===== config.mk =====
export PLATFORM = sky130hd
export DESIGN_NAME = frame_update_sched
export DESIGN_NICKNAME = d
export VERILOG_FILES = /design/src/rtl/frame_update_sched.sv
export SDC_FILE = /design/constraint.sdc
export NUM_CORES = 1
export LEC_CHECK = 0
export ABC_AREA = 1
export BUFFER_PORTS_ARGS = -buffer_cell sky130_fd_sc_hd__buf_2
export CAP_MARGIN = 40
export CORE_MARGIN = 5
export CORE_UTILIZATION = 26
export CTS_CLUSTER_SIZE = 16
export DETAILED_ROUTE_END_ITERATION = 8
export GPL_TIMING_DRIVEN = 0
export PLACE_DENSITY = 0.49
export SLEW_MARGIN = 0
export SYNTH_ARGS = -nofsm -noshare
export SYNTH_HDL_FRONTEND = slang
export SYNTH_SLANG_ARGS = --single-unit

===== constraint.sdc =====
create_clock -name clk -period 1.2 [get_ports clk]
set_input_delay 0.24 -clock clk [delete_from_list [all_inputs] [get_ports clk]]
set_output_delay 0.24 -clock clk [all_outputs]
set_load 0.02 [all_outputs]

===== src/rtl/frame_update_sched.sv =====
// Per-frame update sequencer: on each selected vblank edge, strobes tubes, birds, collide
// in order, each gated by a step_done handshake. FRAME_SCHED_STATS_EN enables the counters.
module frame_update_sched #(
    parameter int STEP_TIMEOUT = 64,
    parameter int FRAME_DIV    = 1,
    parameter int STAT_W       = 16
) (
    input  logic              clk,
    input  logic              rst,
    input  logic              game_rst,
    input  logic              run,
    input  logic              vblnk,
    input  logic              click_local,
    input  logic              click_remote,
    input  logic              step_done,
    output logic              step_tubes,
    output logic              step_birds,
    output logic              step_collide,
    output logic              flap1,
    output logic              flap2,
    output logic              busy,
    output logic              frame_done,
    output logic              timeout_err,
    output logic [STAT_W-1:0] frame_cnt,
    output logic [STAT_W-1:0] overrun_cnt
);

    // state | meaning
    // WAIT  | idle, counting frame edges through the divider
    // TUBES | step_tubes strobe
    // W_T   | waiting for tubes step_done
    // BIRDS | step_birds strobe, flap flags delivered
    // W_B   | waiting for birds step_done
    // COLL  | step_collide strobe
    // W_C   | waiting for collide step_done
    // DONE  | frame_done pulse
    typedef enum logic [2:0] {WAIT, TUBES, W_T, BIRDS, W_B, COLL, W_C, DONE} state_t;

    localparam int TMR_W = (STEP_TIMEOUT > 2) ? $clog2(STEP_TIMEOUT) : 1;
    // Loaded in the strobe cycle so a forced advance lands STEP_TIMEOUT cycles after the strobe.
    localparam logic [TMR_W-1:0] TMR_LOAD = TMR_W'(STEP_TIMEOUT - 2);
    localparam logic [7:0]       DIV_LAST = 8'(FRAME_DIV - 1);

    state_t           state;
    logic             vblnk_q;
    logic [7:0]       div;
    logic [TMR_W-1:0] tmr;
    logic             pend1;
    logic             pend2;
    logic             frame_edge;
    logic             tmr_hit;
    logic             advance;

    assign frame_edge = vblnk & ~vblnk_q;
    assign tmr_hit    = ~step_done & (tmr == '0);
    assign advance    = step_done | (tmr == '0);
    assign busy       = (state != WAIT);
    assign flap1      = step_birds & pend1;
    assign flap2      = step_birds & pend2;

    always_ff @(posedge clk) begin
        if (rst) begin
            state        <= WAIT;
            vblnk_q      <= 1'b0;
            div          <= '0;
            tmr          <= '0;
            step_tubes   <= 1'b0;
            step_birds   <= 1'b0;
            step_collide <= 1'b0;
            frame_done   <= 1'b0;
            timeout_err  <= 1'b0;
        end else begin
            vblnk_q      <= vblnk;
            step_tubes   <= 1'b0;
            step_birds   <= 1'b0;
            step_collide <= 1'b0;
            frame_done   <= 1'b0;
            if (game_rst) begin
                state <= WAIT;
                div   <= '0;
            end else begin
                case (state)
                    WAIT: begin
                        if (frame_edge && run) begin
                            if (div == DIV_LAST) begin
                                div        <= '0;
                                state      <= TUBES;
                                step_tubes <= 1'b1;
                            end else begin
                                div <= div + 8'd1;
                            end
                        end
                    end
                    TUBES: begin
                        state <= W_T;
                        tmr   <= TMR_LOAD;
                    end
                    W_T: begin
                        if (advance) begin
                            state      <= BIRDS;
                            step_birds <= 1'b1;
                            if (tmr_hit) timeout_err <= 1'b1;
                        end else begin
                            tmr <= tmr - 1'b1;
                        end
                    end
                    BIRDS: begin
                        state <= W_B;
                        tmr   <= TMR_LOAD;
                    end
                    W_B: begin
                        if (advance) begin
                            state        <= COLL;
                            step_collide <= 1'b1;
                            if (tmr_hit) timeout_err <= 1'b1;
                        end else begin
                            tmr <= tmr - 1'b1;
                        end
                    end
                    COLL: begin
                        state <= W_C;
                        tmr   <= TMR_LOAD;
                    end
                    W_C: begin
                        if (advance) begin
                            state      <= DONE;
                            frame_done <= 1'b1;
                            if (tmr_hit) timeout_err <= 1'b1;
                        end else begin
                            tmr <= tmr - 1'b1;
                        end
                    end
                    DONE:    state <= WAIT;
                    default: state <= WAIT;
                endcase
            end
        end
    end

    // Clicks arriving in the BIRDS cycle re-arm the flag for the next frame.
    always_ff @(posedge clk) begin
        if (rst || game_rst || !run) begin
            pend1 <= 1'b0;
            pend2 <= 1'b0;
        end else if (step_birds) begin
            pend1 <= click_local;
            pend2 <= click_remote;
        end else begin
            pend1 <= pend1 | click_local;
            pend2 <= pend2 | click_remote;
        end
    end

`ifdef FRAME_SCHED_STATS_EN
    logic [STAT_W-1:0] frame_cnt_q;
    logic [STAT_W-1:0] overrun_cnt_q;

    always_ff @(posedge clk) begin
        if (rst) begin
            frame_cnt_q   <= '0;
            overrun_cnt_q <= '0;
        end else begin
            if (state == DONE && frame_cnt_q != '1)
                frame_cnt_q <= frame_cnt_q + 1'b1;
            if (frame_edge && busy && overrun_cnt_q != '1)
                overrun_cnt_q <= overrun_cnt_q + 1'b1;
        end
    end

    assign frame_cnt   = frame_cnt_q;
    assign overrun_cnt = overrun_cnt_q;
`else
    assign frame_cnt   = '0;
    assign overrun_cnt = '0;
`endif

endmodule

-- After elaboration in Yosys (flattened, before gate mapping)
Cells that the tools add are included.
- register bits after elaboration: 25
- input port bits: 8
- output and inout bits: 40
- word-level logic and storage cells: 74
- $add $sub $neg: 2
- equal/unequal tests: 13
- mux-type cells: 13
- bitwise operators: 15
- reduce and logical (&&, ||, !) cells: 20
- operators by type and width (operator ; number):
    one-hot mux 3 bit (8 select lines) ; 1
    two-way mux 3 bit ; 5
    OR reduction 3 bit ; 5
    == test 3 bit, second input constant ; 4
    != test 2 bit, second input constant ; 6
    one-hot mux 6 bit (2 select lines) ; 1
    adder 8 x 1 -> 8 bit, second input constant ; 1
    zero test 8 bit ; 1
    two-way mux 8 bit ; 1
    NOT 1 bit ; 8
    == test 3 x 2 -> 1 bit, second input constant ; 2
    zero test 6 bit ; 1
    two-way mux 6 bit ; 1
    subtractor 6 x 1 -> 6 bit, second input constant ; 1
    AND reduction 5 bit ; 1
    bitwise AND 1 bit ; 4
    two-way mux 1 bit ; 4
    AND reduction 4 bit ; 1
    OR reduction 4 bit ; 1
    == test 3 x 1 -> 1 bit, second input constant ; 1
    zero test 3 bit ; 1
    OR 1 bit ; 3
    AND reduction 3 bit ; 1
    nonzero test 3 bit ; 1
    other kinds (6) ; 7

-- Depth between registers and ports, before layout
- depth in word-level cells: 5
- gate-level depth with buffers: 9
- mapped depth without buffers: 9

-- Worst setup path before layout
OpenSTA, ideal clock, no wires.
- path kind: flip-flop to flip-flop
- start: register tmr[0]
- end: register tmr[5]
- library setup time: 0.113 ns
- arrival: 1.075 ns
- data required time: 1.087 ns
- path slack: 0.012 ns
- stages on the path, launching flop included: 9
- path buffers: 0
- clock period less this slack: 1.188 ns
- cells stage by stage: dfxtp_1 > inv_1 > ha_1 > nand3_1 > nand2_1 > nand2_4 > nand2_4 > nor2_1 > nor2_1
- word-level cells in the longest chain between the ends: 4
- elaborated cells on any way between the ends: 7
- classes of those cells: 1 x add/sub; 1 x eq/ne; 2 x mux; 1 x bitwise; 2 x reduce/logical
- ends and longest elaborated chain (what ; RTL line ; text):
    start: declaration ; 47 ; logic [TMR_W-1:0] tmr;
    start signal: assignment ; 104 ; tmr <= tmr - 1'b1;
    start signal: assignment ; 117 ; tmr <= tmr - 1'b1;
    start signal: assignment ; 130 ; tmr <= tmr - 1'b1;
    parallel branches: the longest is 4 deep, another holds subtractor 6 x 1 -> 6 bit ; - ;
Several ways; the timed one is not identified. The select of a mux whose other input is x is not followed.
A chain may end at the register's enable or synchronous reset.

-- Worst setup path after layout
- start: register state[0]
- end: output port busy
- word-level cells in the longest chain between the ends: 1
- ends and longest elaborated chain (what ; RTL line ; text):
    start: declaration ; 44 ; state_t state;
    start signal: assignment ; 63 ; state <= WAIT;
    start signal: assignment ; 79 ; state <= WAIT;
    start signal: assignment ; 87 ; state <= TUBES;
    nonzero test 3 bit ; 57 ; assign busy = (state != WAIT);
    end: declaration ; 21 ; output logic busy,
No other way between the ends.

==> flow_summary_export.csv <==
group,metric,value,unit
outcome,status,"finished, violations left",
outcome,violations,"negative setup slack",
drt,final_antenna_net_count,0,
power,switching_share,0.300,
synthesis,synth_area_per_cell,7.14,um2
clock_tree,clk-insertion-delay-late,270,ps
timing,clock.fmax,781,MHz
timing,setup_ws,-80.2,ps
timing,setup_viol,8,
global_route,grt_overflow_total,0,
min_path,hold_class,"input port to flip-flop",
timing,slew_violations,0,
synthesis,synth_edf_count,0,
setup_path,critPathTopFamily,"flip-flops",
synthesis,yosysTopAreaCell,"dfxtp_1",
synthesis,synth_cell_type_count,27,
floorplanning,die_w,88.1,um
placement,dp_hpwl,2530,um
drt,viasPerCell,3.89,
synthesis,syn_inst,222,
timing,fin_skew,2.52,ps
drt,drt_iter0_drc,41,
drt,dr_total_vias,1391,
synthesis,synth_area,1590,um2
setup_path,rrSetupSlack,-40,ps
floorplanning,fp-row-count,28,
power,vdd_ir_drop_max,0.455,mV
synthesis,ys.flop_type,"dfxtp_1",
run,cap_violations,0,
timing,fin_crit,1280,ps
setup_path,required,960,ps
power,power_frac_clock,0.284,
setup_path,crit_path_start_kind,"flip-flop",
setup_path,setup.worst_path.class,"flip-flop to output port",
timing,hold_viol,0,
floorplanning,core-area,5920,um2
finish,drive_above_1_share,0.392,
setup_path,ff2ff_path_depth,8,
synthesis,synth_top_cell_area_share,0.316,
drt,finalWirelength,3340,um
setup_path,slowest_delay,370,ps
floorplanning,die_area,7760,um2
setup_path,cp.arrival,1040,ps
power,p_switching,537,uW
setup_path,worstSetupEndpoint,"busy",
finish,layout-area-overhead-vs-synth,37.0,%
placement,pre_cts_ws,-165,ps
global_route,antenna_found_initial,0,
timing,whs,183,ps
setup_path,r2r_start,"state[0]$_SDFFE_PP0P_",
clock_tree,clk_path_buf_depth,2,
global_route,grt_pass1_wl,5540,um
drt,first_pass_iters,6,
power,p_int,1250,uW
finish,fillers,650,
power,cellLeakagePower,0.00110,uW
synthesis,yosys-top-cells-count,"41 x nand2_1, 32 x buf_4, 28 x inv_1",
clock_tree,root_buffer,"clkbuf_8",
clock_tree,numCtsBuffers,3,
clock_tree,ctsHoldBuffers,0,
drt,wire_per_inst,9.33,um
setup_path,critPathSlowestCell,"dfxtp_4",
clock_tree,htreeDepth,1,
floorplanning,die_h,88.1,um
placement,placed_area,1870,um2
setup_path,end_kind,"output port",
synthesis,synthTopCellsByArea,"dfxtp_1 32%, buf_4 15%, nand2_1 9.7%, inv_1 6.6%, nor2_1 5.9%",
setup_path,path_max_fanout,4,
power,power_density,824,nW/um2
drt,drc,0,
setup_path,cp_num_buf_inv,1,
power,seqPwrFrac,0.476,
power,p_comb_frac,0.240,
setup_path,path_depth,3,
placement,port_buffers,15,
synthesis,yosysSeqAreaShare,0.316,
setup_path,crit_path_start,"state[0]$_SDFFE_PP0P_",
synthesis,async_reset_ff_frac,0,
synthesis,ys_seq_elements,25,
global_route,grt_use_total,0.0883,
timing,period_share,1.07,
floorplanning,start_util,0.268,
synthesis,ys_warn_count,0,
clock_tree,cts_tree,"built",
setup_path,crit_chain,"nor2_4, nand2_8, buf_6",
global_route,grt_max_degree,15,
clock_tree,clock_sinks,25,
placement,place_congestion,0.745,
finish,final_area,2170,um2
setup_path,r2r_end,"tmr[1]$_SDFFE_PP0P_",
timing,rsz0062_at_grt,"true",
floorplanning,ios,48,
finish,nNetsFinal,296,
finish,diodes,0,
clock_tree,clk_pin_slew_worst_paths,90,ps
global_route,first_global_vias,1283,
synthesis,synth.most_common_cell,"nand2_1",
-- cells in the final DEF (no fill, tap or decap), drive strengths merged --
cell / n
a21oi: 14
buf: 58
clkbuf: 3
clkinv: 2
conb: 32
dfxtp: 25
ha: 4
inv: 32
nand2: 47
nand3: 17
nand3b: 1
nand4: 4
nor2: 30
nor3: 5
o21a: 1
o21ai: 3
o21bai: 1
xnor2: 1
xor2: 3
-- cell families (layout without fill, tap and decap cells) --
logic type / count (synthesis) / in the layout / synth area share
other: 1 / 32 / 0.00237
buffers and inverters: 65 / 95 / 0.231
xor gates and xnor gates: 4 / 4 / 0.0221
adders and majority gates: 4 / 4 / 0.0316
and+or+nand+nor: 104 / 104 / 0.331
DFF: 25 / 25 / 0.316
AOI/OAI and AO/OA: 19 / 19 / 0.0655
-- layout make-up --
type,count,area (um2),area share
clock inverters,1,5.00,0.00230
well taps,75,93.8,0.0432
clock buffers,3,41.3,0.0190
repair buffers,26,195,0.0899
multi-input cells,163,936,0.431
plain buffers,32,240,0.111
flip-flops and latches,25,527,0.243
inverters,33,134,0.0616
-- worst min path at each step --
| stage | start | end | slack [ps] | depth (start not counted) |
|---|---|---|---|---|
| after global routing | vblnk | vblnk_q$_SDFF_PP0_ | 200 | 3 |
| after global placement | timeout_err$_SDFFE_PP0P_ | timeout_err$_SDFFE_PP0P_ | 460 | 2 |
| after CTS | vblnk | vblnk_q$_SDFF_PP0_ | 180 | 3 |
| final | vblnk | vblnk_q$_SDFF_PP0_ | 180 | 3 |
| after floorplan | rst | tmr[1]$_SDFFE_PP0P_ | 310 | 1 |
| after detailed placement | timeout_err$_SDFFE_PP0P_ | timeout_err$_SDFFE_PP0P_ | 460 | 2 |
-- metrics by stage --
step	instances	setup TNS [ps]	power, uW	util
2_1_floorplan	253	0	1170	-
3_3_place_gp	343	-1040	1220	0.316
3_5_place_dp	343	-1040	1220	0.316
5_1_grt	358	-1190	1900	0.367
4_1_cts	354	-213	1770	0.346
6_report	358	-247	1790	0.367
-- routing by layer --
layer / wire length, um / up-vias / track usage
met5: 0 / - / 0
li1: - / 753 / -
met3: 190 / 0 / 0.0235
met1: 1400 / 609 / 0.101
met4: 0 / 0 / 0.0151
met2: 1750 / 29 / 0.166
-- worst reg2reg max path, delay by kind of cell (launching register included) --
kind / cells / cell delay [ps]
simple gates: 6 / 560
flops: 1 / 370
buf+inv: 1 / 130
compound gates: 1 / 110
-- state kept, by name, indices dropped and copies added, names as in the netlist --
| register | cells |
|---|---|
| div | 8 |
| frame_done | 1 |
| pend1 | 1 |
| pend2 | 1 |
| state | 3 |
| step_birds | 1 |
| step_collide | 1 |
| step_tubes | 1 |
| timeout_err | 1 |
| tmr | 6 |
| vblnk_q | 1 |
-- what timing repair did --
| item | 4_1_cts | 5_1_grt |
|---|---|---|
| endpoints found under the setup margin | 15 | 19 |
| pin swaps | 10 | 8 |
| buffers inserted | 7 | 4 |
| resized for setup | 22 | 29 |
| endpoints found under the hold margin | 0 | 0 |
-- power by group through the flow --
stage                     combinational, uW  sequential [uW]  clock, uW
after floorplan                         295              878          0
after global placement                  342              879          0
after detailed placement                343              879          0
after CTS                               385              855        533
after global routing                    471              855        569
final                                   429              853        508
Power figures use the tool's default switching activity.
